[src/rtl/lsu_mem_port.sv]
// MEM-stage load/store unit: turns the decoded mem_re/mem_we control bits into a
// single req/gnt/rvalid data-memory transaction with byte lanes and load extension.
`timescale 1ns/1ps
module lsu_mem_port #(
  parameter int CTRL_WIDTH = 16,
  parameter int XLEN       = 32
) (
  input  logic                  clk_i,
  input  logic                  rst_n_i,
  input  logic                  valid_i,
  input  logic [CTRL_WIDTH-1:0] ctrl_i,
  input  logic [2:0]            funct3_i,
  input  logic [XLEN-1:0]       addr_i,
  input  logic [XLEN-1:0]       wdata_i,
  output logic                  stall_o,
  output logic                  done_o,
  output logic [XLEN-1:0]       ld_data_o,
  output logic                  misaligned_o,
  output logic                  mem_req_o,
  output logic                  mem_we_o,
  output logic [XLEN-1:0]       mem_addr_o,
  output logic [3:0]            mem_be_o,
  output logic [XLEN-1:0]       mem_wdata_o,
  input  logic                  mem_gnt_i,
  input  logic                  mem_rvalid_i,
  input  logic [XLEN-1:0]       mem_rdata_i
);

  typedef enum logic [1:0] {IDLE = 2'd0, REQ = 2'd1, WAIT = 2'd2, DONE = 2'd3} state_t;

  state_t          state_reg, state_next;
  logic            is_load_reg;
  logic [1:0]      size_reg;
  logic            unsigned_reg;
  logic [1:0]      a_reg;
  logic            fault_reg;
  logic [XLEN-1:0] addr_reg;
  logic [3:0]      be_reg;
  logic [XLEN-1:0] wdata_reg;
  logic [XLEN-1:0] ld_data_reg;

  logic            is_re, is_we, start, legal, misal, fault, capture, in_req;
  logic [1:0]      a;
  logic [3:0]      be_calc;
  logic [XLEN-1:0] wdata_calc, lane, ld_fmt;
  logic            unused_ctrl;

  assign unused_ctrl = ^{ctrl_i[CTRL_WIDTH-1:4], ctrl_i[1:0]};

  // Decode of the incoming access; only meaningful in the cycle start is high.
  always_comb begin
    is_re = ctrl_i[3];
    is_we = ctrl_i[2];
    a     = addr_i[1:0];
    start = (state_reg == IDLE) & valid_i & (is_re | is_we);
    legal = 1'b0;
    if (is_re & is_we)
      legal = 1'b0;
    else if (is_re)
      legal = funct3_i inside {3'b000, 3'b001, 3'b010, 3'b100, 3'b101};
    else
      legal = funct3_i inside {3'b000, 3'b001, 3'b010};
    misal = ((funct3_i[1:0] == 2'b01) & a[0]) | ((funct3_i[1:0] == 2'b10) & (a != 2'b00));
    fault = ~legal | misal;
    case (funct3_i[1:0])
      2'b00: begin
        be_calc    = 4'b0001 << a;
        wdata_calc = {(XLEN/8){wdata_i[7:0]}};
      end
      2'b01: begin
        be_calc    = 4'b0011 << a;
        wdata_calc = {(XLEN/16){wdata_i[15:0]}};
      end
      default: begin
        be_calc    = 4'b1111;
        wdata_calc = wdata_i;
      end
    endcase
  end

  // Load formatting works from the lane offset latched at start, not the live address.
  always_comb begin
    lane = mem_rdata_i >> {a_reg, 3'b000};
    case (size_reg)
      2'b00:   ld_fmt = {{(XLEN-8){~unsigned_reg & lane[7]}}, lane[7:0]};
      2'b01:   ld_fmt = {{(XLEN-16){~unsigned_reg & lane[15]}}, lane[15:0]};
      default: ld_fmt = lane;
    endcase
  end

  assign capture = ((state_reg == REQ) & mem_gnt_i & is_load_reg & mem_rvalid_i)
                 | ((state_reg == WAIT) & mem_rvalid_i);

  always_comb begin
    state_next = state_reg;
    case (state_reg)
      IDLE: if (start) state_next = fault ? DONE : REQ;
      REQ: begin
        if (mem_gnt_i) begin
          if (!is_load_reg || mem_rvalid_i) state_next = DONE;
          else                              state_next = WAIT;
        end
      end
      WAIT:    if (mem_rvalid_i) state_next = DONE;
      default: state_next = IDLE;
    endcase
  end

  always_ff @(posedge clk_i or negedge rst_n_i) begin
    if (!rst_n_i) begin
      state_reg    <= IDLE;
      is_load_reg  <= 1'b0;
      size_reg     <= 2'b00;
      unsigned_reg <= 1'b0;
      a_reg        <= 2'b00;
      fault_reg    <= 1'b0;
      addr_reg     <= '0;
      be_reg       <= 4'b0000;
      wdata_reg    <= '0;
      ld_data_reg  <= '0;
    end else begin
      state_reg <= state_next;
      if (start) begin
        is_load_reg  <= is_re & ~is_we;
        size_reg     <= funct3_i[1:0];
        unsigned_reg <= funct3_i[2];
        a_reg        <= a;
        fault_reg    <= fault;
        addr_reg     <= {addr_i[XLEN-1:2], 2'b00};
        be_reg       <= be_calc;
        wdata_reg    <= wdata_calc;
      end
      if (capture) ld_data_reg <= ld_fmt;
    end
  end

  // Bus outputs are quiet outside REQ so stray lanes never leak onto the bus.
  assign in_req       = (state_reg == REQ);
  assign mem_req_o    = in_req;
  assign mem_we_o     = in_req & ~is_load_reg;
  assign mem_addr_o   = in_req ? addr_reg : '0;
  assign mem_be_o     = in_req ? be_reg : 4'b0000;
  assign mem_wdata_o  = in_req ? wdata_reg : '0;
  assign done_o       = (state_reg == DONE);
  assign misaligned_o = (state_reg == DONE) & fault_reg;
  assign stall_o      = start | in_req | (state_reg == WAIT);
  assign ld_data_o    = ld_data_reg;

endmodule

[config.mk]
export PLATFORM = sky130hd
export DESIGN_NAME = lsu_mem_port
export DESIGN_NICKNAME = d
export VERILOG_FILES = /design/src/rtl/lsu_mem_port.sv
export SDC_FILE = /design/constraint.sdc
export NUM_CORES = 1
export LEC_CHECK = 0
export ABC_AREA = 0
export ABC_CLOCK_PERIOD_IN_PS = 2650
export CAP_MARGIN = 25
export CORE_MARGIN = 2
export CORE_UTILIZATION = 47
export DETAILED_ROUTE_END_ITERATION = 7
export GPL_ROUTABILITY_DRIVEN = 1
export HOLD_SLACK_MARGIN = 0.12
export PLACE_DENSITY_LB_ADDON = 0.1
export SLEW_MARGIN = 20
export SYNTH_ARGS = -nofsm -noshare
export SYNTH_HDL_FRONTEND = slang
export SYNTH_SLANG_ARGS = --single-unit
[constraint.sdc]
create_clock -name clk_i -period 2.65 [get_ports clk_i]
set_input_delay 0.53 -clock clk_i [delete_from_list [all_inputs] [get_ports clk_i]]
set_output_delay 0.53 -clock clk_i [all_outputs]
set_load 0.02 [all_outputs]
==> out/results.tsv, run 1 <==
stage	metric	value	unit
place	GPL Wtd Cong	0.786	
sta	max_slew headroom	63.0	%
grt	vias in the first global route	4813	
logic_synthesis	Synth async-reset ratio	100	%
layout	design area	0.00823	mm²
logic_synthesis	total of warnings raised by yosys	0	
die	Core ar.	0.0114	mm²
layout	Layout area overhead	51.4	%
run	max-cap violations	0	
die	I/O pin cnt	225	
logic_synthesis	largest family of logic cells by synthesized area	multiplexers	
route	Starting DRT DRC Count	225	
place	Area after DPL	0.00769	mm²
logic_synthesis	number of library cell types mapped by synthesis	38	
grt	first-pass GRT wire length	23800	µm
logic_synthesis	post-synthesis mux area share	18.1	%
setup_path	Worst Path Max Fanout	11	
sta	fin crit share	97.3	%
place	IO Port Bufs	208	
cts	clock tree buffer depth	2	
route	routed vias/inst	5.29	
min_path	worst min path class	input pin to async pin	
logic_synthesis	Yosys reg bits	107	
sta	Worst Tran Pin Value	554	ps
layout	layout cells sized above 1	12.7	%
die	initial core utilization	47.8	%
cts	CTS buffer count	9	
layout	commonest non-fill, non-tap cell in the layout	clkdlybuf4s50_1	
setup_path	CP Data Required Time	2120	ps
die	Die Height	112	µm
route	antenna-violating nets left	0	
cts	CTS tree	built	
sta	final hold vios	0	
die	Die ar.	0.0124	mm²
grt	largest net degree at the start of global routing	62	
logic_synthesis	Top FF cell, synth	dfrtp_1	
setup_path	critical path capture point type	output pin	
sta	fmax	388	MHz
logic_synthesis	Seq/Total Area, Yosys	49.3	%
cts	CTS root buf	clkbuf_16	
setup_path	Crit Path Class	flip-flop to output pin	
sta	Final setup viols	0	
logic_synthesis	XOR/XNOR Fraction of Synth Area	0	%
die	std cell rows	39	
grt	total track usage	23.8	%
grt	overflow left after global routing	0	
logic_synthesis	Synth Cell Area	0.00544	mm²
logic_synthesis	Mapped Cells	527	
layout	commonest non-fill, non-tap cells in the layout	clkdlybuf4s50_1, dfrtp_1, and2_1, dlymetal6s2s_1, nand2_1	
route	1st-pass router iterations	4	
layout	Net count, final	852	
pwr	VDD IR max	0.617	mV
cts	H-tree Lvls	3	
pwr	pwr dens	1090	mW/mm²
logic_synthesis	mean post-synth cell area	10.3	µm²
pwr	Leak	4.52	nW
logic_synthesis	Compound-Gate Fraction of Synth Area	10.5	%
route	DR DRC count	0	
cts	CTS clk-pin slew, worst paths	70	ps
route	vias	4636	
die	DIE WIDTH	112	µm
grt	initial antenna violation count	0	
logic_synthesis	Synth Area in Adders	0.921	%
layout	Inserted Diodes	0	
logic_synthesis	Post-synth EDFFs	0	
setup_path	Worst setup SP type	flip-flop	
sta	Clock Skew	4.99	ps
sta	count of pins over their slew limit	0	
route	final wirelength	14700	µm
sta	fin crit period	2580	ps
setup_path	crit path DAT	2050	ps
route	DR WL/cell	16.8	µm
sta	RSZ-0062 raised after global routing	no	
place	DP HPWL	10800	µm
sta	setup TNS	0	ps
cts	clock sinks	107	
cts	clk_lat worst skew	340	ps
outcome	outcome	completed	
logic_synthesis	Synth Area in Simple Gates	17.3	%
[logic make-up (layout without fill, tap and decap cells)]
group                    count (synthesis)  count (layout)
AO/OA/AOI/OAI                           92              92
adder cells (fa/ha/maj)                  4               4
buffers and inverters                   44             249
flip-flops                             107             107
multiplexers                            91              91
other                                    1               2
AND/OR/NAND/NOR                        188             188
[metrics by stage]
step | utilization [%] | hold slack [ps] | setup slack [ps] | instances | power, mW
2_1_floorplan | - | 234 | 581 | 528 | 5.47
3_3_place_gp | 67.6 | 456 | 247 | 859 | 7.24
3_5_place_dp | 67.6 | 463 | 258 | 859 | 7.41
4_1_cts | 70.7 | 137 | 16.0 | 875 | 9.04
5_1_grt | 72.4 | 147 | 0.730 | 876 | 9.52
6_report | 72.4 | 124 | 72.0 | 876 | 8.95
[worst max-delay path, stage by stage (launching register included)]
cell and delay [ps]:
dfrtp_1 410, inv_1 90, ha_2 270, buf_4 190, and2_1 130, clkdlybuf4s50_1 600
[cell usage after synthesis (2+ instances only)]
cell type | n | area (µm²)
a211oi_1 | 8 | 60.1
inv_1 | 4 | 15.0
and2_1 | 67 | 419
buf_6 | 2 | 22.5
dfrtp_1 | 107 | 2680
o21ai_1 | 2 | 10.0
a31oi_1 | 2 | 12.5
mux2i_1 | 40 | 400
nand3_1 | 16 | 80.1
o2bb2ai_1 | 7 | 61.3
nand2_1 | 59 | 221
o311ai_0 | 6 | 52.6
o21ai_0 | 29 | 145
nor2b_1 | 12 | 75.1
o31ai_1 | 2 | 15.0
mux2_2 | 50 | 563
a21oi_1 | 27 | 135
buf_1 | 4 | 15.0
buf_2 | 16 | 80.1
nor2_1 | 27 | 101
buf_4 | 2 | 15.0
nand2b_1 | 3 | 18.8
ha_1 | 4 | 50.1
clkbuf_1 | 16 | 60.1
o311ai_1 | 2 | 17.5
[where the power goes]
group	leakage (nW)	switching [mW]	total, mW	internal (mW)
sequential	1.30	0.428	2.85	2.42
clock	0.174	0.588	1.61	1.02
combinational	3.05	2.29	4.50	2.20
total	4.52	3.31	8.95	5.64
[per-layer routing]
layer / part of all wire, % / track usage, % / up-vias
met2: 51 / 41.3 / 143
li1: - / - / 2218
met5: 0 / 0 / -
met1: 40 / 28.7 / 2249
met4: 2.3 / 8.81 / 0
met3: 6.4 / 5.88 / 26
[worst paths after layout]
path | from | endpoint | slack [ps] | cells after the start
max | state_reg[1]$_DFFE_PN0P_ | mem_addr_o[3] | 70 | 5
min reg2reg | wdata_reg[16]$_DFFE_PN0P_ | wdata_reg[16]$_DFFE_PN0P_ | 470 | 2
max in group asynchronous | rst_n_i | fault_reg$_DFFE_PN0P_ | 1850 | 2
max reg2reg | state_reg[0]$_DFFE_PN0P_ | state_reg[0]$_DFFE_PN0P_ | 550 | 7
min | rst_n_i | ld_data_o[20]$_DFFE_PN0P_ | 120 | 1
min in group clk_i | wdata_reg[16]$_DFFE_PN0P_ | wdata_reg[16]$_DFFE_PN0P_ | 470 | 2
[final cells by class]
| type | instances | area [µm²] |
|---|---|---|
| well taps | 143 | 179 |
| clock inverters | 5 | 125 |
| inverters | 4 | 15.0 |
| repair buffers | 229 | 2440 |
| flip-flops and latches | 107 | 2680 |
| clock buffers | 11 | 233 |
| multi-input cells | 377 | 2560 |
| fillers | 864 | 3140 |
[what timing repair did]
action	CTS	global route
gates resized for setup	0	63
setup endpoints to repair	0	60
hold buffers	0	0
setup buffers	0	0
Power figures use the tool's default switching activity.
==> run 2, diff against run 1 <==
ABC_CLOCK_PERIOD_IN_PS = default   (was 2650)
CORE_UTILIZATION = 39   (was 47)
clock period = 2.2 ns   (was 2.65 ns; I/O delays follow)
==> run 2 against run 1 <==
Effect of this change: cell count is 4.7% higher; clock skew rose by 1.3 ps; routed wire length down 0.42%; non-clock buffer count rose by 4.
==> out/results.tsv, run 2 (synthesis gave the netlist of run 1 again) <==
stage	metric	value	unit
layout	commonest non-fill, non-tap cells in the layout	clkdlybuf4s50_1, dfrtp_1, and2_1, nand2_1, mux2_2	
grt	largest net degree at the start of global routing	96	
place	pre-CTS WS	-10.0	ps
route	routed vias/inst	4.93	
route	final wirelength	14700	µm
grt	total track usage	20.1	%
layout	design area	0.00804	mm²
die	Core ar.	0.0137	mm²
sta	max_slew headroom	61.9	%
setup_path	Worst Path Max Fanout	31	
layout	Layout area overhead	47.9	%
route	Starting DRT DRC Count	231	
outcome	outcome	completed	
sta	fmax	476	MHz
run	max-cap violations	0	
die	std cell rows	43	
route	1st-pass router iterations	4	
grt	overflow left after global routing	0	
min_path	worst min path class	flip-flop to flip-flop	
layout	Net count, final	856	
setup_path	crit path DAT	1660	ps
route	vias	4520	
cts	CTS root buf	clkbuf_16	
cts	clock sinks	107	
cts	H-tree Lvls	3	
sta	WHS	472	ps
setup_path	CP Data Required Time	1760	ps
place	Area after DPL	0.00782	mm²
route	DR WL/cell	16.0	µm
grt	initial antenna violation count	0	
sta	RSZ-0062 raised after global routing	no	
cts	CTS clk-pin slew, worst paths	70	ps
route	DR DRC count	0	
layout	Inserted Diodes	0	
place	IO Port Bufs	208	
pwr	Leak	3.56	nW
die	I/O pin cnt	225	
setup_path	Crit Path Class	flip-flop to output pin	
sta	Clock Skew	6.33	ps
grt	first-pass GRT wire length	23300	µm
grt	vias in the first global route	4644	
pwr	pwr dens	1290	mW/mm²
sta	fin crit share	95.4	%
cts	post-CTS setup repair buffer count	0	
sta	final hold vios	0	
die	Die Height	122	µm
die	DIE WIDTH	122	µm
route	antenna-violating nets left	0	
cts	CTS buffer count	9	
cts	CTS tree	built	
die	Die ar.	0.0149	mm²
sta	count of pins over their slew limit	0	
cts	clock tree buffer depth	2	
die	initial core utilization	39.6	%
layout	layout cells sized above 1	22.7	%
layout	Final Core Density	58.6	%
place	DP HPWL	10800	µm
layout	commonest non-fill, non-tap cell in the layout	clkdlybuf4s50_1	
place	GPL Wtd Cong	0.776	
sta	Final setup viols	0	
sta	setup ws final	101	ps
sta	Worst Tran Pin Value	569	ps
setup_path	critical path capture point type	output pin	
setup_path	Worst setup SP type	flip-flop	
sta	fin crit period	2100	ps
pwr	VDD IR max	0.632	mV
cts	clk_lat worst skew	350	ps
run 2: cell types whose count changed in the layout (fill, tap and decap cells not counted), sizes merged:
cell / before / now
buf: 21 / 31
clkinvlp: 0 / 1
dlymetal6s2s: 63 / 1
dlygate4sd2: 0 / 2
clkinv: 1 / 4
clkdlybuf4s50: 144 / 136
bufinv: 4 / 1
clkbuf: 12 / 38
dlygate4sd3: 0 / 1
clkdlybuf4s15: 0 / 34
run 2: per-layer routing:
metal  GRT usage (%)  wire [µm]
met5               0          0
met4            7.04        233
met3            5.43       1070
met2            32.8       6930
met1            25.8       6440
run 2: worst paths after layout:
kind                                            from                         to  slack, ps  cells after the start
max                         state_reg[1]$_DFFE_PN0P_             mem_addr_o[22]        100                      5
min                        wdata_reg[24]$_DFFE_PN0P_  wdata_reg[24]$_DFFE_PN0P_        470                      2
max reg2reg                 state_reg[0]$_DFFE_PN0P_   wdata_reg[7]$_DFFE_PN0P_        220                      6
min reg2reg                wdata_reg[24]$_DFFE_PN0P_  wdata_reg[24]$_DFFE_PN0P_        470                      2
max in group asynchronous                    rst_n_i  ld_data_o[19]$_DFFE_PN0P_        970                      3
min in group asynchronous                    rst_n_i   ld_data_o[4]$_DFFE_PN0P_        620                      2
run 2: layout make-up:
type | count | area, µm²
Clock buffer | 10 | 239
Clock inverter | 6 | 65.1
Fill cell | 1229 | 5680
Inverter | 4 | 15.0
Multi-Input combinational cell | 377 | 2570
Sequential cell | 107 | 2680
Tap cell | 180 | 225
Timing Repair Buffer | 233 | 2250
run 2: power by group:
| part | switching (mW) | total [mW] | internal, mW |
|---|---|---|---|
| registers | 0.496 | 3.41 | 2.92 |
| logic | 2.79 | 5.30 | 2.51 |
| clock network | 0.723 | 1.64 | 0.914 |
run 2: what timing repair did:
action / 4_1_cts / 5_1_grt
resized for setup: 176 / 41
setup endpoints to repair: 70 / 59
gates cloned: 0 / 1
hold endpoints to repair: 37 / 0
hold buffers: 1 / 0
run 2: worst max-delay path, stage by stage (launching register included):
cell             delay [ps]
dfrtp_1                 430
inv_2                   100
ha_4                    190
buf_12                  170
and2_1                  140
clkdlybuf4s15_2         270
run 2: through the flow:
| stage | power (mW) | instances | setup TNS [ps] |
|---|---|---|---|
| final | 10.4 | 917 | 0 |
| after global placement | 8.89 | 899 | 0 |
| after floorplan | 6.59 | 528 | 0 |
| after CTS | 10.5 | 916 | 0 |
| after global routing | 11.1 | 917 | 0 |
| after detailed placement | 9.02 | 899 | -37.0 |
==> run 3, diff against run 2 <==
CTS_CLUSTER_SIZE = 10   (was default)
HOLD_SLACK_MARGIN = 0.1   (was 0.12)
==> results of run 3 <==
The final DEF is identical to that of run 2; final timing and power are the same.
